$ cat src/rtl/ifetch_buffer.sv
// Fetch stage between the PC register and instruction memory: issues word fetches,
// tracks in-flight PCs, buffers returned instructions for decode, and drops work on redirect.
module ifetch_buffer #(
  parameter int XLEN  = 32,
  parameter int DEPTH = 4
) (
  input  logic            clk,
  input  logic            srst_n,
  input  logic [XLEN-1:0] pc,
  output logic            stall_f,
  input  logic            flush,
  output logic            imem_req_valid,
  output logic [XLEN-1:0] imem_req_addr,
  input  logic            imem_req_ready,
  input  logic            imem_rsp_valid,
  input  logic [XLEN-1:0] imem_rsp_data,
  output logic            dec_valid,
  output logic [XLEN-1:0] dec_instr,
  output logic [XLEN-1:0] dec_pc,
  input  logic            dec_ready
);

  localparam int PW = $clog2(DEPTH);
  localparam int CW = PW + 1;
  localparam logic [CW:0] L_DEPTH = (CW+1)'(DEPTH);

  logic [XLEN-1:0] r_ins_data [DEPTH];
  logic [XLEN-1:0] r_ins_pc   [DEPTH];
  logic [XLEN-1:0] r_tag      [DEPTH];
  logic [PW-1:0]   r_ins_wr, r_ins_rd, r_tag_wr, r_tag_rd;
  logic [CW-1:0]   r_count, r_outstanding, r_discard;

  logic [CW:0]     w_inuse;
  logic            w_credit, w_accept, w_rsp, w_drop, w_push, w_pop;

  // Credit covers buffered plus in-flight entries, so a response always has a slot.
  assign w_inuse  = {1'b0, r_count} + {1'b0, r_outstanding};
  assign w_credit = (w_inuse < L_DEPTH);

  assign imem_req_valid = srst_n & w_credit & ~flush;
  assign imem_req_addr  = pc;
  assign w_accept       = imem_req_valid & imem_req_ready;
  assign stall_f        = ~(srst_n & (w_accept | flush));

  assign w_rsp  = imem_rsp_valid & (r_outstanding != '0);
  assign w_drop = w_rsp & ((r_discard != '0) | flush);
  assign w_push = w_rsp & ~w_drop;
  assign w_pop  = (r_count != '0) & dec_ready & ~flush;

  assign dec_valid = (r_count != '0);
  assign dec_instr = r_ins_data[r_ins_rd];
  assign dec_pc    = r_ins_pc[r_ins_rd];

  always_ff @(posedge clk) begin
    if (!srst_n) begin
      r_ins_wr      <= '0;
      r_ins_rd      <= '0;
      r_tag_wr      <= '0;
      r_tag_rd      <= '0;
      r_count       <= '0;
      r_outstanding <= '0;
      r_discard     <= '0;
      for (int i = 0; i < DEPTH; i++) begin
        r_ins_data[i] <= '0;
        r_ins_pc[i]   <= '0;
        r_tag[i]      <= '0;
      end
    end else begin
      if (w_accept) begin
        r_tag[r_tag_wr] <= pc;
        r_tag_wr        <= r_tag_wr + PW'(1);
      end
      if (w_rsp) begin
        r_tag_rd <= r_tag_rd + PW'(1);
      end

      case ({w_accept, w_rsp})
        2'b10:   r_outstanding <= r_outstanding + CW'(1);
        2'b01:   r_outstanding <= r_outstanding - CW'(1);
        default: r_outstanding <= r_outstanding;
      endcase

      // Everything still in flight after this edge belongs to the old path.
      if (flush) begin
        r_discard <= r_outstanding - CW'(w_rsp);
      end else if (w_drop) begin
        r_discard <= r_discard - CW'(1);
      end

      if (w_push) begin
        r_ins_data[r_ins_wr] <= imem_rsp_data;
        r_ins_pc[r_ins_wr]   <= r_tag[r_tag_rd];
        r_ins_wr             <= r_ins_wr + PW'(1);
      end

      if (flush) begin
        r_ins_wr <= '0;
        r_ins_rd <= '0;
        r_count  <= '0;
      end else begin
        if (w_pop) begin
          r_ins_rd <= r_ins_rd + PW'(1);
        end
        case ({w_push, w_pop})
          2'b10:   r_count <= r_count + CW'(1);
          2'b01:   r_count <= r_count - CW'(1);
          default: r_count <= r_count;
        endcase
      end
    end
  end

endmodule

$ cat config.mk
export PLATFORM = sky130hd
export DESIGN_NAME = ifetch_buffer
export DESIGN_NICKNAME = d
export VERILOG_FILES = /design/src/rtl/ifetch_buffer.sv
export SDC_FILE = /design/constraint.sdc
export NUM_CORES = 1
export LEC_CHECK = 0
export CAP_MARGIN = 10
export CORE_AREA = 10 10 222 224
export CTS_BUF_LIST = sky130_fd_sc_hd__clkbuf_16
export CTS_CLUSTER_DIAMETER = 100
export CTS_CLUSTER_SIZE = 28
export DETAILED_ROUTE_END_ITERATION = 10
export DIE_AREA = 0 0 232 234
export DONT_BUFFER_PORTS = 1
export SYNTH_ARGS = -nofsm -noshare
export SYNTH_HDL_FRONTEND = slang
export SYNTH_SLANG_ARGS = --single-unit
export TNS_END_PERCENT = 100
$ cat constraint.sdc
create_clock -name clk -period 4.85 [get_ports clk]
set_input_delay 1.2125 -clock clk [delete_from_list [all_inputs] [get_ports clk]]
set_output_delay 1.2125 -clock clk [all_outputs]
set_load 0.02 [all_outputs]
Word level (Yosys, flattened, before mapping) --
Memories as Yosys holds them, arrays and structs flattened. A register that Yosys moved wholly into a read port is not among the register bits. Index checks and enable logic that the tools add are counted.
Storage, ports and cells: register bits 17, latch bits 0, bits in writable memories 384, bits in read-only memories 0, input bits 70, word-level logic and storage cells 77, memories 3
Memory list:
- r_ins_data | depth 4, width 32, read ports 1, clocked after Yosys merged registers in 1, write ports 4, line 27 | logic [XLEN-1:0] r_ins_data [DEPTH];
- r_ins_pc | depth 4, width 32, read ports 1, clocked after Yosys merged registers in 1, write ports 4, line 28 | logic [XLEN-1:0] r_ins_pc [DEPTH];
- r_tag | depth 4, width 32, read ports 1, clocked after Yosys merged registers in 1, write ports 4, line 29 | logic [XLEN-1:0] r_tag [DEPTH];
Cells by class: $add $sub $neg 11, $mul 0, divide/modulo/power cells 0, magnitude comparators 1, eq/ne operators 4, shifts and indexed selects 0, multiplexer cells 26, bitwise operators 15, reduce and logical (&&, ||, !) cells 10
Operator list (count):
- 32-bit 2-to-1 mux | 3
- 32-bit OR reduction | 3
- 2-bit 2-to-1 mux | 9
- 3-bit case mux with 2 select lines | 2
- 1-bit 2-to-1 mux | 10
- 1-bit AND | 9
- 3-bit nonzero test | 3
- 3-bit by 1-bit subtractor with 3-bit output (second input constant) | 3
- 2-bit by 1-bit adder with 2-bit output (second input constant) | 4
- 3-bit by 1-bit adder with 3-bit output (second input constant) | 2
- 3-bit 2-to-1 mux | 2
- 2-bit nonzero test | 3
- 3-bit by 3-bit adder with 4-bit output | 1
- 2-bit by 1-bit == test with 1-bit output (second input constant) | 2
- 2-bit == test (second input constant) | 2
- 4-bit by 3-bit < comparator with 1-bit output (second input constant) | 1
- 1-bit NOT | 4
- 3-bit by 1-bit subtractor with 3-bit output | 1
- 1-bit bitwise OR | 2
- 2-bit OR reduction | 1

Logic depth before layout (Yosys ltp) --
depth in word-level cells 10, depth in mapped cells 12, mapped depth without buffers 11

Least setup slack after synthesis --
Ideal clock, no wire load.
kind input port to flip-flop, start point in flush, end point mem r_tag[3][0] (enable), arrival 4.288 ns, required time 4.380 ns, slack 0.092 ns, cell stages on the path 4, buffers on the path 1, cells stage by stage clkbuf_1 -> nor2b_1 -> nand3_1 -> o31ai_1
RTL lines:
- start: declaration | line 11 | input logic flush,
- end: declaration | line 29

Worst setup path after layout --
start point reg r_outstanding[2], end point out stall_f
Between the ends: word-level cells in the longest chain between the ends 8
RTL lines:
- start: declaration | line 31 | logic [CW-1:0] r_count, r_outstanding, r_discard;
- start signal: assignment | line 78 | 2'b10: r_outstanding <= r_outstanding + CW'(1);
- start signal: assignment | line 79 | 2'b01: r_outstanding <= r_outstanding - CW'(1);
- start signal: assignment | line 80 | default: r_outstanding <= r_outstanding;
- 3-bit by 3-bit adder with 4-bit output | line 37 | assign w_inuse = {1'b0, r_count} + {1'b0, r_outstanding};
- 4-bit by 3-bit < comparator with 1-bit output | line 38 | assign w_credit = (w_inuse < L_DEPTH);
- 1-bit AND (2 in a row) | line 40 | assign imem_req_valid = srst_n & w_credit & ~flush;
- 1-bit AND | line 42 | assign w_accept = imem_req_valid & imem_req_ready;
- 1-bit bitwise OR | line 43 | assign stall_f = ~(srst_n & (w_accept | flush));
- 1-bit AND | line 43
- 1-bit NOT | line 43
- end: declaration | line 10 | output logic stall_f,
No other way between the ends.

==> impl_metrics.yaml <==
synthesis:
  synth_seq_area_share_pct: 67.1
  yosys_most_used_dff: "edfxtp_1"
  synth-compound-area-share_pct: 1.05
  synth.area.top_cells: "edfxtp_1, mux4_2, nor2_1, and3_1, dfxtp_1"
  ys_ff_latch: 405
  synth_top_cell_area_share_pct: 64.8
  synth_fa_ha_area_share_pct: 0.787
  synthesis.nets: 1272
  synth-xor-area-share_pct: 0.295
  synth_warnings: 0
  synth.area.mux_share_pct: 12.3
  async_flop_share_pct: 0
  synthSimpleGateAreaFrac_pct: 14.5
  synth_area_leader_cell: "edfxtp_1"
  synth_common_cells: "edfxtp_1, nor2_1, and3_1"
  synth_top_family_by_area: "simple AND/OR/NAND/NOR gates"
  syn_inst: 1192
  synthDistinctLibCells: 45
  syn_area_mm2: 0.0178
  synth-edff-count: 384
  synth.avg_cell_area_um2: 14.9
  synth.most_common_cell: "edfxtp_1"
global_routing:
  grt_max_degree: 186
  grt_pass1_wl_mm: 60.6
  grt_usage_pct: 14.6
  overflow: 0
  antenna_found_initial: 0
  grt_pass1_vias: 9578
layout:
  drive_gt1_share_pct: 17.2
  n_antenna_cell: 0
  layout.nets: 1201
  fillers: 4115
  area_growth_pct: 5.64
cts:
  htreeDepth: 1
  path_clk_slew_ns: 0.10
  postCtsSetupRepairBufs: 0
  cts_resized: 0
  cts_tree: "done"
  clk_latency_ns: 0.55
  numClockSinks: 405
  cts_root_buf: "clkbuf_16"
  cts_hold_buffers: 0
  cts_made_buffers: 19
  cts_buffer_depth: 3
sta:
  finClkSkew_ns: 0.0246
  setup_tns_ns: 0
  finalCritPeriodShare_pct: 78.6
  min_period_ns: 3.81
  hold_viol: 0
  relSlewSlack_pct: 28.0
  worstMarginPinSlew_ns: 1.08
  rsz0062_at_grt: "false"
  finalMaxSlewViolations: 0
  finalSetupViolCount: 0
  fmax_ghz: 0.262
critical_path:
  startpoint_type: "flip-flop"
  end_kind: "output pin"
  required_ns: 3.64
  crit_type: "reg2out"
  crit_arrival_ns: 2.60
  crit_fanout: 7
route:
  ant_nets: 0
  routed_wl_mm: 40.2
  route.detailed.drc: 0
  first_pass_iters: 5
  vias: 9195
  routed_via_density: 5.32
  wire_per_inst_um: 23.3
  drtIter0Drc: 684
hold_path:
  holdCritPathClass: "reg2reg"
floorplan:
  core_area_mm2: 0.0449
  start_util_pct: 39.6
  fp-row-count: 78
  die-area_mm2: 0.0543
  io_pins: 169
  die_y_um: 234
  die_width_um: 232
status:
  outcome: "finished clean"
pwr:
  p_leak_nw: 6.63
  fin_total_pwr_mw: 6.94
  swShare_pct: 26.3
  ir_drop_mv: 0.222
  p_comb_share_pct: 13.7
  p_sw_mw: 1.82
  seqPwrFrac_pct: 59.6
  pwr_density_cell_mw_per_mm2: 369
  p_int_mw: 5.12
  p_clk_share_pct: 26.7
place:
  hpwl_mm: 23.9
  port_buffers: 0
  gp_congestion: 0.733
job:
  drv_cap: 0
-- final timing paths --
path                    start           end  slack [ns]  cells after the start
max reg2reg  r_outstanding[2]  r_tag[0][10]        1.73                      6
min               r_ins_rd[1]     flip-flop        0.49                      2
max          r_outstanding[2]       stall_f        1.04                      4
min reg2reg       r_ins_rd[1]     flip-flop        0.49                      2
-- sequential cells by signal, indices dropped and copies added (netlist names), 3 cells and up, named ones only --
register and cells:
r_ins_data 128, r_ins_pc 128, r_tag 128, r_count 3
r_discard 3, r_outstanding 3
-- routing by layer --
layer	vias to the layer above	global-route usage (%)	wire [um]
met5	-	0	0
met4	0	2.65	664
met3	29	3.07	2160
met2	182	25.3	20400
met1	4761	18.7	17000
li1	4223	-	-
-- critical path: stages (launching register included) --
cell and delay, ns:
dfxtp_1 0.51, ha_1 0.31, or4b_1 0.55, nor4_2 0.37
o21ai_0 0.33
-- logic make-up (layout without fill, tap and decap cells) --
group / count (synthesis) / in the layout
AO/OA/AOI/OAI: 28 / 28
XOR/XNOR: 6 / 6
adder cells (fa/ha/maj): 10 / 10
buffers and inverters: 133 / 70
flip-flops: 405 / 405
multiplexers: 99 / 99
AND/OR/NAND/NOR: 511 / 511
-- area by class of cell --
cell class	instances	area (um^2)	area share, %
clock buffer	19	475	2.53
multi-input combinational	654	5260	28.0
sequential	405	12000	63.6
tap	600	751	3.99
clock inverter	10	86.3	0.459
timing repair buffer	24	205	1.09
inverter	17	63.8	0.339
-- cells in the final DEF, fill, tap and decap left out, drive strengths merged, types with 2 or more instances in the layout --
cell type | synthesis | final
o21ai | 9 | 9
clkbuf | 64 | 19
nor2 | 265 | 265
ha | 8 | 8
nor2b | 4 | 4
a21oi | 7 | 7
nand4 | 5 | 5
o31ai | 4 | 4
nand2b | 3 | 3
or3 | 4 | 4
a21boi | 2 | 2
or4 | 2 | 2
edfxtp | 384 | 384
and2 | 4 | 4
and3 | 132 | 132
clkinv | 0 | 2
nor3b | 3 | 3
xor2 | 3 | 3
mux4 | 96 | 96
inv | 17 | 25
dfxtp | 21 | 21
xnor2 | 3 | 3
nor3 | 2 | 2
mux2i | 3 | 3
nand3 | 5 | 5
fa | 2 | 2
buf | 52 | 24
nand2 | 76 | 76
nor4 | 3 | 3
-- through the flow --
stage | area [um^2] | worst slack [ns] | instances | util (%) | hold WS [ns]
5_1_grt | 18800 | 0.892 | 1729 | 41.9 | 0.534
4_1_cts | 18800 | 0.990 | 1729 | 41.9 | 0.501
2_1_floorplan | 17800 | 0.0924 | 1192 | - | 0.453
3_3_place_gp | 18200 | 1.14 | 1700 | 40.6 | 0.464
6_report | 18800 | 1.04 | 1729 | 41.9 | 0.494
3_5_place_dp | 18200 | 1.15 | 1700 | 40.6 | 0.485
-- power groups by stage --
stage          sequential (mW)  clock [mW]  combinational (mW)
3_5_place_dp              4.23           0               0.969
4_1_cts                   4.15        1.89               0.972
5_1_grt                   4.17        2.03                1.04
2_1_floorplan             4.17           0               0.766
3_3_place_gp              4.22           0               0.960
6_report                  4.14        1.85               0.948
(Power assumes the default switching activity.)
